## src/rtl/sar_adc_ctrl.sv

```systemverilog
// rtl/sar_adc_ctrl.sv - successive-approximation ADC controller driving a binary-weighted DAC
// Samples, runs N bit trials MSB-first against the comparator, then offers the code on valid/ready.
module sar_adc_ctrl #(
   parameter int N             = 8,
   parameter int SAMPLE_CYCLES = 2,
   parameter int SETTLE_CYCLES = 1
) (
   input  logic         clk,
   input  logic         rst,
   input  logic         start,
   input  logic         cmp,
   output logic         sample,
   output logic [N-1:0] dac_code,
   output logic         busy,
   output logic [N-1:0] result,
   output logic         valid,
   input  logic         ready
);

   localparam int TRIAL = SETTLE_CYCLES + 1;
   localparam int MAXC  = (SAMPLE_CYCLES > TRIAL) ? SAMPLE_CYCLES : TRIAL;
   localparam int CW    = $clog2(MAXC + 1);
   localparam int KW    = $clog2(N);

   typedef enum logic [1:0] {S_IDLE, S_SAMPLE, S_CONVERT, S_DONE} state_t;

   state_t        state, state_nxt;
   logic [CW-1:0] cnt;
   logic [KW-1:0] bit_idx;
   logic          sample_end, trial_end, last_bit;
   logic [N-1:0]  bit_mask, decided;

   assign sample_end = (cnt == CW'(SAMPLE_CYCLES - 1));
   assign trial_end  = (cnt == CW'(SETTLE_CYCLES));
   assign last_bit   = (bit_idx == '0);
   assign bit_mask   = {{(N-1){1'b0}}, 1'b1} << bit_idx;
   // Trial bit survives only if the analog input is at or above the trial code.
   assign decided    = cmp ? dac_code : (dac_code & ~bit_mask);

   always_ff @(posedge clk or posedge rst) begin
      if (rst) state <= S_IDLE;
      else     state <= state_nxt;
   end

   always_comb begin
      state_nxt = state;
      case (state)
         S_IDLE:    if (start) state_nxt = S_SAMPLE;
         S_SAMPLE:  if (sample_end) state_nxt = S_CONVERT;
         S_CONVERT: if (trial_end && last_bit) state_nxt = S_DONE;
         S_DONE:    if (ready) state_nxt = start ? S_SAMPLE : S_IDLE;
         default:   state_nxt = S_IDLE;
      endcase
   end

   always_comb begin
      sample = (state == S_SAMPLE);
      busy   = (state != S_IDLE);
      valid  = (state == S_DONE);
   end

   always_ff @(posedge clk or posedge rst) begin
      if (rst) begin
         cnt      <= '0;
         bit_idx  <= '0;
         dac_code <= '0;
         result   <= '0;
      end else begin
         case (state)
            S_IDLE: cnt <= '0;
            S_SAMPLE: begin
               if (sample_end) begin
                  cnt      <= '0;
                  bit_idx  <= KW'(N - 1);
                  dac_code <= {1'b1, {(N-1){1'b0}}};
               end else begin
                  cnt <= cnt + CW'(1);
               end
            end
            S_CONVERT: begin
               if (trial_end) begin
                  cnt <= '0;
                  if (last_bit) begin
                     result   <= decided;
                     dac_code <= decided;
                  end else begin
                     dac_code <= decided | (bit_mask >> 1);
                     bit_idx  <= bit_idx - KW'(1);
                  end
               end else begin
                  cnt <= cnt + CW'(1);
               end
            end
            S_DONE: begin
               cnt <= '0;
               if (ready) dac_code <= '0;
            end
            default: cnt <= '0;
         endcase
      end
   end

endmodule

```

## config.mk

```make
export PLATFORM = sky130hd
export DESIGN_NAME = sar_adc_ctrl
export DESIGN_NICKNAME = d
export VERILOG_FILES = /design/src/rtl/sar_adc_ctrl.sv
export SDC_FILE = /design/constraint.sdc
export NUM_CORES = 1
export LEC_CHECK = 0
export ABC_AREA = 1
export BUFFER_PORTS_ARGS = -buffer_cell sky130_fd_sc_hd__buf_2
export CORE_MARGIN = 4
export CORE_UTILIZATION = 50
export CTS_CLUSTER_DIAMETER = 100
export DETAILED_ROUTE_END_ITERATION = 10
export PLACE_DENSITY = 0.73
export SYNTH_ARGS = -nofsm -noshare
export SYNTH_HDL_FRONTEND = slang
export SYNTH_SLANG_ARGS = --single-unit
export TNS_END_PERCENT = 5
```

## constraint.sdc

```tcl
create_clock -name clk -period 2.13 [get_ports clk]
set_input_delay 0.213 -clock clk [delete_from_list [all_inputs] [get_ports clk]]
set_output_delay 0.213 -clock clk [all_outputs]
set_load 0.01 [all_outputs]
```

**Word level (Yosys, flattened, before mapping)**

Cells that the tools add are included.

- Add/subtract/negate cells: 2
- $mul: 0
- Divide/modulo/power cells: 0
- $lt $le $gt $ge: 0
- Eq/ne operators: 10
- Shifts and indexed selects: 1
- Multiplexer cells: 18
- Bitwise logic cells: 3
- Reductions and logical operators: 12

Operator list:

| kind | number |
|---|---|
| $mux 8 | 5 |
| $pmux 8 s3 | 1 |
| $reduce_and 4->1 | 3 |
| $mux 2 | 5 |
| $mux 3 | 3 |
| $and 8x8->8 | 1 |
| $ne 2x2->1 const B | 4 |
| $not 8->8 | 1 |
| $or 8x7->8 | 1 |
| $pmux 2 s4 | 1 |
| $shl 1x3->8 const A | 1 |
| $pmux 3 s2 | 1 |
| $eq 2x1->1 const B | 2 |
| $eq 2x2->1 const B | 2 |
| $ne 2x1->1 const B | 2 |
| $pmux 2 s2 | 1 |
| $reduce_bool 2->1 | 2 |
| $reduce_or 2->1 | 2 |
| $logic_not 3->1 | 1 |
| $reduce_and 3->1 | 1 |
| $reduce_bool 3->1 | 1 |
| $sub 3x1->3 const B | 1 |
| $add 2x1->2 const B | 1 |
| $logic_not 2->1 | 1 |
| other kinds (2) | 2 |

- Bits in registers: 23
- Bits in latches: 0
- Memory bits (writable): 0
- Bits in read-only memories: 0
- Input bits: 5
- Output and inout port bits: 19
- Logic and storage cells: 51
- Memories kept: 0

**Longest topological paths before layout**

- Word-level depth: 8
- Depth in mapped cells: 10
- Mapped depth without buffers: 9

**Worst setup path before layout**

No wires, ideal clock.

- Path type: reg-to-reg
- Start point: register bit_idx[0]
- End point: register result[4]
- Setup time: 0.123 ns
- Arrival: 1.267 ns
- Required time: 2.007 ns
- Setup slack: 0.740 ns
- Cell stages (with the launch flop): 9
- Buffers on the path: 1
- Period minus slack after synthesis: 1.390 ns
- Cell sequence: dfrtp_1 -> inv_1 -> ha_1 -> inv_2 -> nor2_2 -> nand3_4 -> buf_6 -> nand2_1 -> o21ai_2

- Word-level cells in the longest chain between the ends: 4
- Elaborated cells on any way between the ends: 6
- Classes of those cells: 1 x shift; 1 x mux; 2 x bitwise; 2 x reduce/logical

RTL lines:

| item | RTL line | text |
|---|---|---|
| start, declared | 29 | `logic [KW-1:0] bit_idx;` |
| start signal, assigned | 74 | `bit_idx <= KW'(N - 1);` |
| start signal, assigned | 88 | `bit_idx <= bit_idx - KW'(1);` |
| $shl 1x3->8 | 36 | `assign bit_mask = {{(N-1){1'b0}}, 1'b1} << bit_idx;` |
| $not 8->8 | 38 | `assign decided = cmp ? dac_code : (dac_code & ~bit_mask);` |
| $and 8x8->8 | 38 |  |
| $mux 8 | 38 |  |
| end signal, assigned | 84 | `result <= decided;` |
| end, declared | 15 | `output logic [N-1:0] result,` |

Parallel ways exist; a longest one is shown, timed or not.
A chain may end at the register's enable or synchronous reset.

**Worst setup path in the final report**

- Start point: register state[0]
- End point: register dac_code[5]

- Word-level cells in the longest chain between the ends: 3
- Elaborated cells on any way between the ends: 9
- Classes of those cells: 6 x eq/ne; 1 x mux; 2 x reduce/logical

RTL lines:

| item | RTL line | text |
|---|---|---|
| start, declared | 27 | `state_t state, state_nxt;` |
| start signal, assigned | 42 | `else state <= state_nxt;` |
| $eq 2x2->1 / $eq 2x1->1 (equally long branches) | 69 | `case (state)` |
| $ne 2x1->1 (no source line) (tied with other cells) | - |  |
| $reduce_and 4->1 (no source line) | - |  |
| end signal, assigned | 75 | `dac_code <= {1'b1, {(N-1){1'b0}}};` |
| end signal, assigned | 85 | `dac_code <= decided;` |
| end signal, assigned | 87 | `dac_code <= decided \| (bit_mask >> 1);` |
| end, declared | 13 | `output logic [N-1:0] dac_code,` |

Parallel ways exist; a longest one is shown, timed or not.

==> impl_metrics.csv <==
group,metric,value,unit
finish,n_antenna_cell,0,
worst_setup_path,cp.required,2.35,ns
timing,max_slew_margin,0.4365,
timing,min_period_over_period,0.8041,
global_route,grt_pass1_vias,1034,
yosys,ys_types,22,
global_route,grt_start_max_net_pins,24,
clocking,post-cts-setup-buffers,0,
place,port_buffers,23,
min_path,min_path_type,"input port to asynchronous set/reset pin",
global_route,overflow,0,
place,place_congestion,0.9071,
finish,register_area,575.6,um^2
yosys,muxShareOfSynthArea,0,
route,wl_per_cell,11.43,um
global_route,antenna_found_initial,0,
floorplanning,core_area,0.002500,mm^2
finish,layout_common_cells,"nand2_1 (73), dfrtp_1 (23), buf_2 (23)",
run_status,status,"completed",
job,drv_cap,0,
route,vias,1069,
worst_setup_path,cp.arrival,1.93,ns
floorplanning,start_util,0.5295,
worst_setup_path,worstPathMaxFanout,10,
finish,final_util,0.5926,
timing,layout_min_cycle_time,1.713,ns
clocking,cts.path.max_buffers,2,
place,placed_cell_area,0.001454,mm^2
worst_setup_path,r2r-start,"state[0]",
route,drt-pass1-iter-count,6,
route,finalWirelength,2515,um
timing,setup_viol,0,
global_route,grt_pass1_wl,4450,um
route,route.detailed.drc,0,
finish,drive_above_1_share,0.2105,
yosys,post_synth_xor_area_fraction,0,
worst_setup_path,worst_setup_path_end_kind,"flip-flop",
yosys,ys_warn_count,0,
worst_setup_path,r2r_slack,0.42,ns
timing,max_freq,583.9,MHz
clocking,insertion_delay,0.31,ns
global_route,grt_usage,0.1642,
yosys,synth_compound_area_frac,0.08034,
finish,final_common_cell,"nand2_1",
clocking,htree_num_levels,1,
floorplanning,dieArea,0.003535,mm^2
clocking,cts-hold-fix-buffers,0,
timing,slew_viol_final,0,
route,drtIter0Drc,42,
floorplanning,ioPinCount,24,
yosys,synth_adder_area_share,0.09452,
floorplanning,die_h,59.46,um
clocking,cts.sinks,23,
timing,hold_viol_final,0,
pwr,p_leak,0.8629,nW
yosys,synth_cells,165,
floorplanning,die_x,59.46,um
route,vias_per_cell,4.859,
yosys,synth_top_family_by_area,"simple AND/OR/NAND/NOR gates",
yosys,syn_area,0.001324,mm^2
finish,multi_input_area,650.6,um^2
clocking,cts_resized,0,
timing,rsz0062_at_grt,"false",
pwr,irDropWorstVdd,0.9907,mV
worst_setup_path,critical_path_class,"flip-flop to flip-flop",
clocking,cts_tree,"done",
floorplanning,rows,18,
place,place_hpwl,2011,um
route,detail-route-antenna-nets,0,
yosys,ys_ff_latch,23,
worst_setup_path,worstRegToRegCells,9,
clocking,cts_root_buf,"clkbuf_4",
clocking,cts_buffers,3,
yosys,yosys.area_share.simple,0.3166,
timing,tightest_slew,0.8444,ns
worst_setup_path,cp-start-kind,"flip-flop",
yosys,ys_seq_area_frac,0.4348,
finish,final_nets,206,
yosys,syn_area_per_cell,8.023,um^2
clocking,clk_pin_slew,0.13,ns
finish,layout.cell_area.non_filler,0.001481,mm^2
pwr,cellPowerDensity,1508,mW/mm^2
timing,fin_skew,0.001548,ns
worst_setup_path,reg2reg_to,"dac_code[5]",
timing,setup_tns,0,ns
finish,fillers,238,
yosys,syn_nets,180,
pwr,p_total,0.002233,W
finish,area_growth,11.91,%
flip-flops by register name, summed over array words and instances, names as in the netlist:
register	cells
dac_code	8
result	8
bit_idx	3
cnt	2
state	2
critical path, cell delays in order (launching register included):
cell     delay (ns)
dfrtp_1        0.46
inv_1          0.14
ha_1           0.48
inv_8          0.06
nand2_2        0.08
nand2_2        0.06
nand2_4        0.15
nor2_8         0.06
nand2_1        0.06
nand2_1        0.06
routing by layer:
layer	wire length (um)	up-vias	track usage
met5	0	-	0
met4	23	0	0.05502
met3	90	4	0.02614
met2	1214	17	0.2793
met1	1187	486	0.2097
li1	-	562	-
cell type report:
type / instances / area share
Sequential cell: 23 / 0.3885
Inverter: 18 / 0.05068
Clock inverter: 1 / 0.003378
Tap cell: 30 / 0.02534
Timing Repair Buffer: 23 / 0.07770
Clock buffer: 3 / 0.01520
Multi-Input combinational cell: 122 / 0.4392
power breakdown:
group | leakage (nW) | internal [W] | total, W | switching, W
Sequential | 0.285 | 0.000625 | 0.000778 | 0.000154
Combinational | 0.560 | 0.000458 | 0.00125 | 0.000791
Clock | 0.0177 | 0.0000702 | 0.000206 | 0.000136
stage by stage:
step | cells | hold WS, ns | setup WS, ns
after floorplan | 165 | 0.2149 | 0.7402
after global placement | 216 | 0.4180 | 0.5260
after detailed placement | 216 | 0.4300 | 0.4214
after CTS | 220 | 0.07340 | 0.4206
after global routing | 220 | 0.1054 | 0.2713
final | 220 | 0.04872 | 0.4172
synthesized netlist by cell type, drive strengths merged:
master,number,area share
nand3,9,0.043
buf,2,0.017
o21ai,17,0.073
nand2,76,0.22
or2,1,0.0047
nor2,5,0.034
dfrtp,23,0.43
inv,18,0.057
nor3,1,0.0038
ha,10,0.095
nand3b,1,0.0057
a21oi,2,0.0076
cell families after synthesis:
family	Yosys count
buf+inv	20
simple gates	93
compound gates	19
flops	23
fa+ha+maj	10
worst max-delay path by stage:
stage          slack [ns]           to  cells past startpoint        from
3_5_place_dp         0.42  dac_code[0]                      9    state[0]
2_1_floorplan        0.74    result[4]                      8  bit_idx[0]
6_report             0.42  dac_code[5]                      9    state[0]
3_3_place_gp         0.53  dac_code[0]                      9    state[0]
5_1_grt              0.27  dac_code[5]                      9    state[0]
4_1_cts              0.42  dac_code[0]                      9    state[0]
No activity file was read; power rests on OpenSTA's default activity.
